File: src/rtl/txpause_gate.sv
`default_nettype none
// ============================================================================
// Module   : txpause_gate
// Purpose  : 64-bit AXIS TX gate that holds new frames off while the peer has
//            the link paused (802.3x), through a 1-cycle registered skid stage.
// Options  : define TXPAUSE_STATS_EN to build the pause statistics counters.
// Revision : 1.0 - initial release
// ============================================================================
module txpause_gate #(
  parameter int RESUME_DELAY = 4
) (
  input  logic        clk,
  input  logic        rst,
  input  logic        cfg_tx_pause_honor,
  input  logic        rx_pause_active,
  input  logic [63:0] s_tdata,
  input  logic [7:0]  s_tkeep,
  input  logic        s_tvalid,
  input  logic        s_tlast,
  input  logic        s_tuser,
  output logic        s_tready,
  output logic [63:0] m_tdata,
  output logic [7:0]  m_tkeep,
  output logic        m_tvalid,
  output logic        m_tlast,
  output logic        m_tuser,
  input  logic        m_tready,
  output logic        tx_paused,
  output logic [31:0] stat_pause_cycles,
  output logic [15:0] stat_pause_events
);

  localparam int c_CNT_W = (RESUME_DELAY < 1) ? 1 : $clog2(RESUME_DELAY + 1);
  localparam logic [c_CNT_W-1:0] c_RESUME_LOAD = c_CNT_W'(RESUME_DELAY);

  typedef enum logic [1:0] {
    S_IDLE   = 2'd0,
    S_FRAME  = 2'd1,
    S_PAUSED = 2'd2
  } state_t;

  state_t              r_state;
  state_t              w_state_nxt;
  logic [c_CNT_W-1:0]  r_resume_cnt;
  logic                w_pause_req;
  logic                w_idle_block;
  logic                w_accept;
  logic                w_enter_pause;
  logic                w_gate_nxt;
  logic                w_main_free;
  logic                w_skid_nxt;
  logic                r_ready;
  logic                r_tx_paused;
  logic                r_m_valid;
  logic                r_sk_valid;
  logic [73:0]         r_main;
  logic [73:0]         r_skid;
  logic [73:0]         w_in_beat;

  // Counter is reloaded every paused cycle, so the hold-off runs from the first low cycle.
  always_ff @(posedge clk) begin
    if (rst) begin
      r_resume_cnt <= '0;
    end else if (rx_pause_active) begin
      r_resume_cnt <= c_RESUME_LOAD;
    end else if (r_resume_cnt != '0) begin
      r_resume_cnt <= r_resume_cnt - 1'b1;
    end
  end

  assign w_pause_req  = cfg_tx_pause_honor & (rx_pause_active | (r_resume_cnt != '0));
  // Masking here keeps a frame from starting in the very cycle idle sees the request.
  assign w_idle_block = (r_state == S_IDLE) & w_pause_req;
  assign s_tready     = r_ready & ~rst & ~w_idle_block;
  assign w_accept     = s_tvalid & s_tready;
  assign w_in_beat    = {s_tuser, s_tlast, s_tkeep, s_tdata};

  always_comb begin
    w_state_nxt   = r_state;
    w_enter_pause = 1'b0;
    w_gate_nxt    = 1'b0;
    case (r_state)
      S_IDLE: begin
        if (w_accept) begin
          w_state_nxt = s_tlast ? S_IDLE : S_FRAME;
        end else if (w_pause_req) begin
          w_state_nxt   = S_PAUSED;
          w_enter_pause = 1'b1;
        end
      end
      S_FRAME: begin
        if (w_accept && s_tlast) begin
          w_state_nxt = S_IDLE;
        end
      end
      S_PAUSED: begin
        if (!w_pause_req) begin
          w_state_nxt = S_IDLE;
        end
      end
      default: w_state_nxt = S_IDLE;
    endcase
    case (w_state_nxt)
      S_IDLE:  w_gate_nxt = ~w_pause_req;
      S_FRAME: w_gate_nxt = 1'b1;
      default: w_gate_nxt = 1'b0;
    endcase
  end

  always_ff @(posedge clk) begin
    if (rst) begin
      r_state     <= S_IDLE;
      r_tx_paused <= 1'b0;
    end else begin
      r_state     <= w_state_nxt;
      r_tx_paused <= (w_state_nxt == S_PAUSED);
    end
  end

  assign w_main_free = ~r_m_valid | m_tready;
  assign w_skid_nxt  = r_sk_valid ? ~w_main_free : (w_accept & ~w_main_free);

  always_ff @(posedge clk) begin
    if (rst) begin
      r_main     <= '0;
      r_skid     <= '0;
      r_m_valid  <= 1'b0;
      r_sk_valid <= 1'b0;
      r_ready    <= 1'b1;
    end else begin
      if (w_main_free) begin
        if (r_sk_valid) begin
          r_main    <= r_skid;
          r_m_valid <= 1'b1;
        end else if (w_accept) begin
          r_main    <= w_in_beat;
          r_m_valid <= 1'b1;
        end else begin
          r_m_valid <= 1'b0;
        end
      end else if (w_accept) begin
        r_skid <= w_in_beat;
      end
      r_sk_valid <= w_skid_nxt;
      r_ready    <= ~w_skid_nxt & w_gate_nxt;
    end
  end

  assign m_tdata   = r_main[63:0];
  assign m_tkeep   = r_main[71:64];
  assign m_tlast   = r_main[72];
  assign m_tuser   = r_main[73];
  assign m_tvalid  = r_m_valid;
  assign tx_paused = r_tx_paused;

`ifdef TXPAUSE_STATS_EN
  logic [31:0] r_stat_cycles;
  logic [15:0] r_stat_events;
  logic        w_count_cycle;

  // The entry cycle already has s_tready held low, so it counts as paused time.
  assign w_count_cycle = (r_state == S_PAUSED) | w_enter_pause;

  always_ff @(posedge clk) begin
    if (rst) begin
      r_stat_cycles <= '0;
      r_stat_events <= '0;
    end else begin
      if (w_count_cycle && (r_stat_cycles != 32'hFFFF_FFFF)) begin
        r_stat_cycles <= r_stat_cycles + 32'd1;
      end
      if (w_enter_pause && (r_stat_events != 16'hFFFF)) begin
        r_stat_events <= r_stat_events + 16'd1;
      end
    end
  end

  assign stat_pause_cycles = r_stat_cycles;
  assign stat_pause_events = r_stat_events;
`else
  assign stat_pause_cycles = 32'd0;
  assign stat_pause_events = 16'd0;
`endif

endmodule
`default_nettype wire
File: config.mk
export PLATFORM = sky130hd
export DESIGN_NAME = txpause_gate
export DESIGN_NICKNAME = d
export VERILOG_FILES = /design/src/rtl/txpause_gate.sv
export SDC_FILE = /design/constraint.sdc
export NUM_CORES = 1
export LEC_CHECK = 0
export CAP_MARGIN = 5
export CORE_MARGIN = 8
export CORE_UTILIZATION = 49
export CTS_CLUSTER_DIAMETER = 80
export DETAILED_ROUTE_END_ITERATION = 6
export GPL_TIMING_DRIVEN = 0
export MAX_ROUTING_LAYER = met4
export PLACE_DENSITY = 0.87
export SETUP_SLACK_MARGIN = 0.1
export SLEW_MARGIN = 20
export SYNTH_ARGS = -nofsm -noshare
export SYNTH_HDL_FRONTEND = slang
export SYNTH_SLANG_ARGS = --single-unit
File: constraint.sdc
create_clock -name clk -period 2.3 [get_ports clk]
set_input_delay 0.46 -clock clk [delete_from_list [all_inputs] [get_ports clk]]
set_output_delay 0.46 -clock clk [all_outputs]
set_load 0.02 [all_outputs]
==> insert_results.sql, run 1 <==
INSERT INTO impl_metrics (metric_group, metric, value, unit) VALUES
('outcome', 'outcome', 'complete, no violations', ''),
('synthesis', 'synth.yosys.warnings', '0', ''),
('timing', 'clock.fmax', '467', 'MHz'),
('clocking', 'cts_tree', 'yes', ''),
('setup_path', 'cp-start-kind', 'flop', ''),
('timing', 'worstMarginPinSlew', '0.676', 'ns'),
('placement', 'gp_congestion', '0.800', ''),
('floorplanning', 'initial_util', '50.0', '%'),
('routing', 'avgRoutedWirePerCell', '15.6', 'um'),
('routing', 'drt_wl_total', '19500', 'um'),
('power', 'total_leakage_power', '4.10', 'nW'),
('final_layout', 'number_of_filler_instances_in_the_final_layout', '1186', ''),
('routing', 'drt_iter0_markers', '273', ''),
('global_route', 'grt_pass1_vias', '6085', ''),
('placement', 'buffer_ports.inserted', '155', ''),
('timing', 'post-route-period-util', '93.1', '%'),
('global_route', 'maximum_number_of_pins_on_one_net_before_global_route_repair', '20', ''),
('floorplanning', 'rows', '45', ''),
('final_layout', 'commonest_cells_after_routing_fill_and_taps_aside', 'dfxtp_1, clkdlybuf4s50_1, nand2_1, nor2_1, a21oi_1', ''),
('clocking', 'path_clk_slew', '0.06', 'ns'),
('routing', 'avgViaCountPerCell', '4.85', ''),
('synthesis', 'synth.distinct_cells', '32', ''),
('setup_path', 'critical_path.endpoint_type', 'output port', ''),
('synthesis', 'post_synth_inst_count', '822', ''),
('clocking', 'worst_skew_pair.late_latency', '0.42', 'ns'),
('global_route', 'gr-total-overflow', '0', ''),
('final_layout', 'final_layout_size_suffix_gt1_share', '18.8', '%'),
('routing', 'firstDrtPassIters', '4', ''),
('timing', 'finalSetupViolations', '0', ''),
('final_layout', 'area_delta_synth_final', '35.1', '%'),
('placement', 'dpl.cell_count', '1212', ''),
('synthesis', 'synth_seq_area_share', '41.5', '%'),
('run', 'cap_violations', '0', ''),
('synthesis', 'post_synth.cell_area_avg', '9.22', 'um2'),
('global_route', 'grt.total_usage', '20.3', '%'),
('final_layout', 'nNetsFinal', '1128', ''),
('timing', 'timing.clock.skew', '0.00547', 'ns'),
('timing', 'timing.slew.headroom', '54.9', '%'),
('final_layout', 'diodes', '0', ''),
('final_layout', 'stdcell_count', '1246', ''),
('clocking', 'numClockSinks', '157', ''),
('routing', 'route.detailed.drc', '0', ''),
('final_layout', 'regArea', '3140', 'um2'),
('final_layout', 'multiInputGateArea', '3940', 'um2'),
('floorplanning', 'design.portCount', '205', ''),
('timing', 'unrepaired_setup_endpoints_after_global_routing', 'false', ''),
('setup_path', 'data_required_time_at_the_worst_endpoint', '1.84', 'ns'),
('setup_path', 'timing.critical_path.fanout_max', '4', ''),
('routing', 'routed-via-count', '6043', ''),
('floorplanning', 'core-area', '15100', 'um2'),
('routing', 'postRouteAntennaNets', '0', ''),
('placement', 'pre_cts_slack', '-0.394', 'ns'),
('final_layout', 'most_frequent_standard_cell_in_the_layout_excluding_fill_and_tap_cells', 'dfxtp_1', ''),
('clocking', 'ctsRootBufferMaster', 'clkbuf_16', ''),
('min_path', 'hold_class', 'flop to flop', ''),
('floorplanning', 'fp.dieArea', '19700', 'um2'),
('clocking', 'clockBufferDepth', '2', ''),
('timing', 'timing.final.crit_period', '2.14', 'ns'),
('timing', 'hold_viol', '0', ''),
('global_route', 'grt_pass1_wl', '31100', 'um'),
('setup_path', 'setup.worst_path.class', 'flop to output port', ''),
('floorplanning', 'chipWidth', '140', 'um'),
('timing', 'final_max_slew_viol_count', '0', ''),
('placement', 'hpwlAfterDp', '14000', 'um'),
('timing', 'worst_slack', '0.159', 'ns'),
('synthesis', 'synth_seq_cells', '157', ''),
('floorplanning', 'dieHeight', '140', 'um'),
('power', 'p_per_area', '674', 'nW/um2'),
('clocking', 'cts-buffers-inserted', '17', ''),
('power', 'vdd.ir_drop.worst', '0.469', 'mV'),
('setup_path', 'worst_ep_arrival_time', '1.68', 'ns'),
('clocking', 'h-tree-depth', '4', ''),
('global_route', 'number_of_antenna_violations_at_the_first_check_in_global_routing', '0', ''),
('timing', 'fin_worst_hold_slack', '0.452', 'ns'),
('synthesis', 'synth.cell_area', '7580', 'um2');
-- final timing paths --
| check | from | to | slack, ns | cells after the start |
|---|---|---|---|---|
| max | r_resume_cnt[0]$_SDFFE_PP0P_ | s_tready | 0.16 | 6 |
| min | r_skid[19]$_SDFFE_PP0P_ | r_skid[19]$_SDFFE_PP0P_ | 0.45 | 2 |
| max reg2reg | r_resume_cnt[1]$_SDFFE_PP0P_ | r_main[15]$_SDFFE_PP0P_ | 0.20 | 10 |
| min reg2reg | r_skid[19]$_SDFFE_PP0P_ | r_skid[19]$_SDFFE_PP0P_ | 0.45 | 2 |
-- final cells by class --
cell class                 count  share of cell area [%]
inverter                       7                   0.257
multi-input combinational    598                    38.5
buffer                       106                    6.62
timing repair buffer         158                    15.5
sequential                   157                    30.7
clock buffer                  21                    4.30
tap                          188                    2.30
clock inverter                11                    1.87
-- critical path: stages (launching register included) --
cell,delay [ns]
dfxtp_2,0.33
inv_2,0.07
ha_4,0.14
ha_4,0.16
nand2b_4,0.07
a311oi_2,0.29
buf_4,0.20
-- stage by stage --
stage          util (%)  TNS (ns)  total power, mW  cell area (um2)
2_1_floorplan         -         0             3.50             7750
3_3_place_gp       63.0     -4.88             3.88             9540
3_5_place_dp       63.0     -8.90             3.90             9540
4_1_cts            67.3         0             6.92            10200
5_1_grt            67.6         0             7.14            10200
6_report           67.6         0             6.90            10200
-- cell families (layout without fill, tap and decap cells) --
family                   Yosys count  count (layout)  share of synthesized area (%)
other                              1              48                         0.0495
buffers and inverters            114             303                           9.35
AND/OR/NAND/NOR                  312             312                           18.4
adder cells (fa/ha/maj)            3               3                          0.495
flip-flops                       157             157                           41.5
XOR/XNOR                           1               1                          0.116
AO/OA/AOI/OAI                     85              85                           6.23
multiplexers                     149             149                           23.9
-- timing repair --
action / 4_1_cts / 5_1_grt
hold endpoints to repair: 0 / 0
hold buffers: 0 / 0
setup buffers: 0 / 3
resized for setup: 11 / 4
pin swaps: 0 / 2
cloned: 0 / 0
endpoints found under the setup margin: 61 / 1
-- state kept, by name, indices dropped and copies added, names as in the netlist --
signal and cells:
m_tvalid 1, r_main 74, r_ready 1, r_resume_cnt 3, r_sk_valid 1, r_skid 74, r_state 2, tx_paused 1
-- synthesized netlist by cell type --
cell type | instances | area [um2]
and2b_1 | 1 | 7.51
a211oi_1 | 1 | 7.51
buf_6 | 7 | 78.8
nor3_1 | 4 | 20.0
mux2i_1 | 75 | 751
a311oi_1 | 1 | 8.76
nand3b_1 | 1 | 7.51
o21ai_2 | 1 | 8.76
nand2b_1 | 1 | 6.26
nand2b_2 | 1 | 8.76
buf_1 | 1 | 3.75
mux2_2 | 14 | 158
ha_1 | 3 | 37.5
dfxtp_1 | 157 | 3140
clkbuf_1 | 25 | 93.8
nand3b_4 | 1 | 20.0
inv_1 | 7 | 26.3
mux2_4 | 60 | 901
buf_4 | 54 | 405
nor2_2 | 1 | 6.26
a31oi_4 | 1 | 21.3
a311o_1 | 1 | 10.0
conb_1 | 1 | 3.75
nor2b_1 | 74 | 463
nand2_1 | 148 | 556
xor2_1 | 1 | 8.76
buf_2 | 20 | 100
a221oi_1 | 1 | 8.76
a21oi_1 | 77 | 385
nor2_1 | 80 | 300
o22ai_1 | 1 | 6.26
a311oi_2 | 1 | 15.0
-- power by group --
group          internal [mW]  switching, mW  total (mW)
clock                   1.92           1.09        3.02
combinational          0.534          0.499        1.03
sequential              2.81         0.0434        2.85
total                   5.26           1.64        6.90
-- per-layer routing --
| metal | wire (um) | global-route usage, % |
|---|---|---|
| met1 | 8270 | 22.9 |
| met2 | 9790 | 34.3 |
| met3 | 834 | 3.67 |
| met4 | 597 | 9.31 |
| met5 | 0 | - |
Power figures use the tool's default switching activity.
==> run 2: changes to the inputs <==
--- a/config.mk
+++ b/config.mk
@@ -10,6 +10,7 @@
 export CORE_UTILIZATION = 49
 export CTS_CLUSTER_DIAMETER = 80
 export DETAILED_ROUTE_END_ITERATION = 6
+export GPL_ROUTABILITY_DRIVEN = 0
 export GPL_TIMING_DRIVEN = 0
 export MAX_ROUTING_LAYER = met4
 export PLACE_DENSITY = 0.87
==> results of run 2 <==
No change in the layout: final DEF, timing and power equal those of run 1.
